`src/rtl/obc_pkg.sv`:
```
// Shared constants and FSM encoding for the offset-binary-coded DFT
// shift-accumulator.
package obc_pkg;

  localparam int PW     = 32;
  localparam int NSLICE = 16;
  localparam int ACCW   = PW + 3 + NSLICE - 1;

  typedef enum logic {
    IDLE = 1'b0,
    ACC  = 1'b1
  } state_t;

endpackage

```
`src/rtl/obc_psum_adder.sv`:
```
// Combinational sum of the eight signed ROM partial terms of one bit slice.
// Three guard bits make overflow of the 8-term sum impossible.
module obc_psum_adder #(
  parameter int PW = obc_pkg::PW
) (
  input  logic [PW-1:0] p0,
  input  logic [PW-1:0] p1,
  input  logic [PW-1:0] p2,
  input  logic [PW-1:0] p3,
  input  logic [PW-1:0] p4,
  input  logic [PW-1:0] p5,
  input  logic [PW-1:0] p6,
  input  logic [PW-1:0] p7,
  output logic [PW+2:0] psum
);

  logic [PW+2:0] e0, e1, e2, e3, e4, e5, e6, e7;
  logic [PW+2:0] s01, s23, s45, s67;
  logic [PW+2:0] s0123, s4567;

  assign e0 = {{3{p0[PW-1]}}, p0};
  assign e1 = {{3{p1[PW-1]}}, p1};
  assign e2 = {{3{p2[PW-1]}}, p2};
  assign e3 = {{3{p3[PW-1]}}, p3};
  assign e4 = {{3{p4[PW-1]}}, p4};
  assign e5 = {{3{p5[PW-1]}}, p5};
  assign e6 = {{3{p6[PW-1]}}, p6};
  assign e7 = {{3{p7[PW-1]}}, p7};

  // Balanced tree keeps the carry chain depth at three adders.
  assign s01   = e0 + e1;
  assign s23   = e2 + e3;
  assign s45   = e4 + e5;
  assign s67   = e6 + e7;
  assign s0123 = s01 + s23;
  assign s4567 = s45 + s67;
  assign psum  = s0123 + s4567;

endmodule

```
`src/rtl/obc_shift_acc.sv`:
```
// MSB-first shift-accumulator for an OBC distributed-arithmetic DFT bin.
// Slices are weighted -2^(N-1) for the sign slice and +2^k for the rest.
module obc_shift_acc #(
  parameter int NSLICE = obc_pkg::NSLICE,
  parameter int PW     = obc_pkg::PW
) (
  input  logic                       clk,
  input  logic                       rst,
  input  logic                       start,
  input  logic                       slice_valid,
  input  logic [PW-1:0]              p0,
  input  logic [PW-1:0]              p1,
  input  logic [PW-1:0]              p2,
  input  logic [PW-1:0]              p3,
  input  logic [PW-1:0]              p4,
  input  logic [PW-1:0]              p5,
  input  logic [PW-1:0]              p6,
  input  logic [PW-1:0]              p7,
  input  logic [PW-1:0]              offset,
  output logic                       busy,
  output logic                       out_valid,
  output logic [PW+3+NSLICE-2:0]     y,
  output logic                       dbg_state
);

  import obc_pkg::*;

  localparam int AW = PW + 3 + NSLICE - 1;
  localparam int CW = (NSLICE > 1) ? $clog2(NSLICE) : 1;
  localparam logic [CW-1:0] LAST = CW'(NSLICE - 1);

  // Handshake: a slice is taken on a rising edge where busy=1,
  // slice_valid=1 and start=0; there is no backpressure, the source
  // simply holds slice_valid low to stall. start always wins.

  state_t        state, state_next;
  logic [CW-1:0] cnt;
  logic [AW-1:0] acc, acc_next;
  logic [PW+2:0] psum;
  logic [AW-1:0] psum_ext, off_ext;
  logic          accept, final_accept;

  obc_psum_adder #(.PW(PW)) u_adder (
    .p0   (p0),
    .p1   (p1),
    .p2   (p2),
    .p3   (p3),
    .p4   (p4),
    .p5   (p5),
    .p6   (p6),
    .p7   (p7),
    .psum (psum)
  );

  assign psum_ext = {{(AW-PW-3){psum[PW+2]}}, psum};
  assign off_ext  = {{(AW-PW){offset[PW-1]}}, offset};

  // First slice carries the negative sign weight; later ones shift in.
  assign acc_next = (cnt == '0) ? (AW'(0) - psum_ext)
                                : ({acc[AW-2:0], 1'b0} + psum_ext);

  always_comb begin
    state_next   = state;
    accept       = 1'b0;
    final_accept = 1'b0;
    case (state)
      IDLE: begin
        if (start) state_next = ACC;
      end
      ACC: begin
        if (!start && slice_valid) begin
          accept = 1'b1;
          if (cnt == LAST) begin
            final_accept = 1'b1;
            state_next   = IDLE;
          end
        end
      end
      default: state_next = IDLE;
    endcase
  end

  always_ff @(posedge clk or posedge rst) begin
    if (rst) begin
      state     <= IDLE;
      cnt       <= '0;
      acc       <= '0;
      y         <= '0;
      out_valid <= 1'b0;
    end else begin
      state     <= state_next;
      out_valid <= final_accept;
      if (start) begin
        cnt <= '0;
        acc <= '0;
      end else if (accept) begin
        cnt <= final_accept ? '0 : cnt + 1'b1;
        acc <= acc_next;
      end
      if (final_accept) y <= acc_next + off_ext;
    end
  end

  assign busy      = (state == ACC);
  assign dbg_state = state;

endmodule

```
`config.mk`:
```
export PLATFORM = sky130hd
export DESIGN_NAME = obc_shift_acc
export DESIGN_NICKNAME = d
export VERILOG_FILES = /design/src/rtl/obc_pkg.sv /design/src/rtl/obc_psum_adder.sv /design/src/rtl/obc_shift_acc.sv
export SDC_FILE = /design/constraint.sdc
export NUM_CORES = 1
export LEC_CHECK = 0
export CORE_MARGIN = 4
export CORE_UTILIZATION = 35
export DETAILED_ROUTE_END_ITERATION = 6
export PLACE_DENSITY_LB_ADDON = 0.08
export SYNTH_ARGS = -nofsm -noshare
export SYNTH_HDL_FRONTEND = slang
export SYNTH_HIERARCHICAL = 1
export SYNTH_SLANG_ARGS = --single-unit
```
`constraint.sdc`:
```
create_clock -name clk -period 15.3 [get_ports clk]
set_clock_uncertainty 0.05 [all_clocks]
set_input_delay 1.53 -clock clk [delete_from_list [all_inputs] [get_ports clk]]
set_output_delay 1.53 -clock clk [all_outputs]
set_load 0.01 [all_outputs]
```
==> flow_metrics.env <==
export IMPL_num_antenna_cells=0
export IMPL_netlist_area_leader_share_pct=13.9
export IMPL_startpoint_type="primary input"
export IMPL_cp_end_kind="register"
export IMPL_synth_cell_types=101
export IMPL_finalHoldViolations=0
export IMPL_holdCritPathClass="register to register"
export IMPL_first_iter_violations=1148
export IMPL_first_pass_iters=7
export IMPL_yosysSeqAreaShare_pct=13.8
export IMPL_final_layout_size_suffix_gt1_share_pct=2.85
export IMPL_status="completed"
export IMPL_die_h_um=242
export IMPL_fin_tns_setup_ns=0
export IMPL_syn_area_um2=19100
export IMPL_cts_buffers=9
export IMPL_slowest_stage="fa_1"
export IMPL_grt_pass1_vias=18000
export IMPL_avgSynthCellArea_um2=7.87
export IMPL_synth_largest_area_cell="fa_1"
export IMPL_fin_crit_ns=12.08
export IMPL_clk_pin_slew_ns=0.07
export IMPL_cpPeakStageDelay_ns=0.51
export IMPL_synth_fp_nets=3050
export IMPL_overflow=0
export IMPL_grt_pass1_wl_um=94500
export IMPL_fin_cells=3401
export IMPL_final_util_pct=43.4
export IMPL_worstPathArrival_ns=12.27
export IMPL_cts_root_buffer="clkbuf_16"
export IMPL_tritoncts="yes"
export IMPL_place_gp_congestion=0.896
export IMPL_holdPathStages=2
export IMPL_core_rowCount=85
export IMPL_relSlewSlack_pct=44.5
export IMPL_cts_resized=0
export IMPL_grt_max_degree=74
export IMPL_postCtsHoldBufs=0
export IMPL_top_level_ports=345
export IMPL_synth_edff_count=0
export IMPL_totalWireLength_um=57800
export IMPL_ys_warn_count=6
export IMPL_ys_flop_type="dfrtp_1"
export IMPL_ant_nets=0
export IMPL_layout_nets=3326
export IMPL_placeableCoreArea_um2=53900
export IMPL_ys_ff_latch=105
export IMPL_dpl_cell_count=3385
export IMPL_crit_type="primary input to register"
export IMPL_max_freq_mhz=82.8
export IMPL_die_w_um=242
export IMPL_clk_path_buf_depth=2
export IMPL_async_flop_share_pct=100
export IMPL_hpwl_um=49900
export IMPL_cp_data_required_time_ns=15.50
export IMPL_critPathMaxFanout=8
export IMPL_rsz0062_at_grt="no"
export IMPL_worst_slew_pin_slew_ns=0.829
export IMPL_cpMostUsedCell="a21oi_1"
export IMPL_syn2layout_area_growth_pct=22.7
export IMPL_via_per_inst=5.19
export IMPL_maxCapViolCount=0
export IMPL_setup_viol=0
export IMPL_reg2regPathDepth=23
export IMPL_start_util_pct=35.4
export IMPL_fin_crit_sh_pct=78.9
export IMPL_numPortBuffers=344
export IMPL_die_area_um2=58300
export IMPL_grt_antenna_before_repair=1
export IMPL_grt_use_total_pct=19.3
export IMPL_syn_inst=2424
export IMPL_routedWlPerCell_um=17.0
export IMPL_clock_sinks=105
export IMPL_cts_max_level=3
export IMPL_cts_setup_buffers=0
export IMPL_drv_slew=0
export IMPL_via_count=17600
export IMPL_yosys_top_cells_area="fa_1 14%, dfrtp_1 14%, ha_1 13%, inv_1 6.5%, a21oi_1 5.6%"
export IMPL_drc=0
export IMPL_insertion_delay_ns=0.37
-- registers in the layout, summed over array words and instances (netlist names) --
| name | flops |
|---|---|
| out_valid | 1 |
| busy | 1 |
| cnt | 4 |
| acc | 49 |
| y | 50 |
-- logic make-up after synthesis --
logic type,after synthesis,share of synthesized area [%]
multiplexers,6,0.321
flip-flops,105,13.8
AND/OR/NAND/NOR,616,15.4
AO/OA/AOI/OAI,746,25.9
XOR/XNOR,197,9.08
buffers and inverters,420,8.44
adder cells (fa/ha/maj),334,27.1
-- cell type report --
cell class	instances	area, um^2
Fill cell	5484	30500
Multi-Input combinational cell	1899	14900
Timing Repair Buffer	352	3500
Sequential cell	105	2630
Inverter	333	1250
Tap cell	696	871
Clock buffer	11	233
Clock inverter	5	56.3
-- critical path: cells and delay by family --
family	cells	cell delay, ns
compound gates	22	5.00
fa+ha+maj	7	2.81
simple gates	9	1.63
buf+inv	4	0.60
xor+xnor	3	0.59
mux	1	0.11
-- cells in the final DEF, fill, tap and decap left out, drive strengths merged, types with 6 or more instances in the layout --
cell           instances
clkdlybuf4s50        344
inv                  333
a21oi                224
nand2                207
ha                   201
o21ai                168
nor2                 140
fa                   133
xnor2                122
dfrtp                105
a21o                 100
xor2                  75
nand3                 57
nand4                 40
a22o                  37
nor3                  34
a31oi                 30
o21bai                28
nand2b                27
nor2b                 25
and3                  23
o211ai                20
o21a                  18
a211oi                18
or3                   16
o31ai                 13
and2                  13
clkbuf                11
a21boi                 9
buf                    8
or2                    8
o311ai                 8
nor4                   7
a211o                  7
o31a                   7
o41ai                  7
and4                   6
-- metal layers --
metal  GRT usage, %  vias to the layer above  share of wire, %
met4           3.65                        2               1.7
met2           31.6                      438                44
met1           27.7                     8200                50
li1               -                     8952                 -
met3           2.58                       56               4.0
met5              0                        -             0.035
-- cell usage after synthesis, types with 6 or more instances --
master,n
o31ai_1,13
o21ai_0,137
nor2b_1,25
o31a_1,7
or3_1,14
dfrtp_1,105
a22o_1,37
ha_1,201
o21bai_1,28
a21o_1,97
nand2b_1,27
a21oi_2,8
and3_1,23
o21ai_1,28
inv_1,333
nor3_1,34
nand4_1,40
o21a_1,17
a21boi_0,6
nand2_1,206
a31oi_1,28
or2_2,7
buf_2,7
and4_1,6
a21oi_1,215
a211o_1,7
nand3_1,57
nor2_1,139
xnor2_1,121
fa_1,133
nor4_1,7
and2_1,13
clkbuf_1,71
o211ai_1,19
a211oi_1,17
xor2_1,75
-- per-stage QoR --
| step | area [um^2] | worst slack, ns | hold slack (ns) |
|---|---|---|---|
| 2_1_floorplan | 19100 | 4.58 | 0.406 |
| 3_3_place_gp | 23100 | 2.89 | 0.403 |
| 3_5_place_dp | 23100 | 2.90 | 0.417 |
| 4_1_cts | 23400 | 3.29 | 0.431 |
| 5_1_grt | 23400 | 2.35 | 0.447 |
| 6_report | 23400 | 3.22 | 0.419 |
-- final timing paths --
path,startpoint,to,slack [ns]
max,p0[1],y[46]$_DFFE_PP0P_,3.22
min,y[31]$_DFFE_PP0P_,y[31]$_DFFE_PP0P_,0.42
max reg2reg,acc[1]$_DFFE_PP0P_,y[49]$_DFFE_PP0P_,9.14
min reg2reg,y[31]$_DFFE_PP0P_,y[31]$_DFFE_PP0P_,0.42
max in group asynchronous,rst,acc[35]$_DFFE_PP0P_,12.44
min in group asynchronous,rst,y[11]$_DFFE_PP0P_,1.56
Power is left out: the tool's default activity adds up to more than one toggle a clock period on the data nets, which glitch-free logic cannot reach.
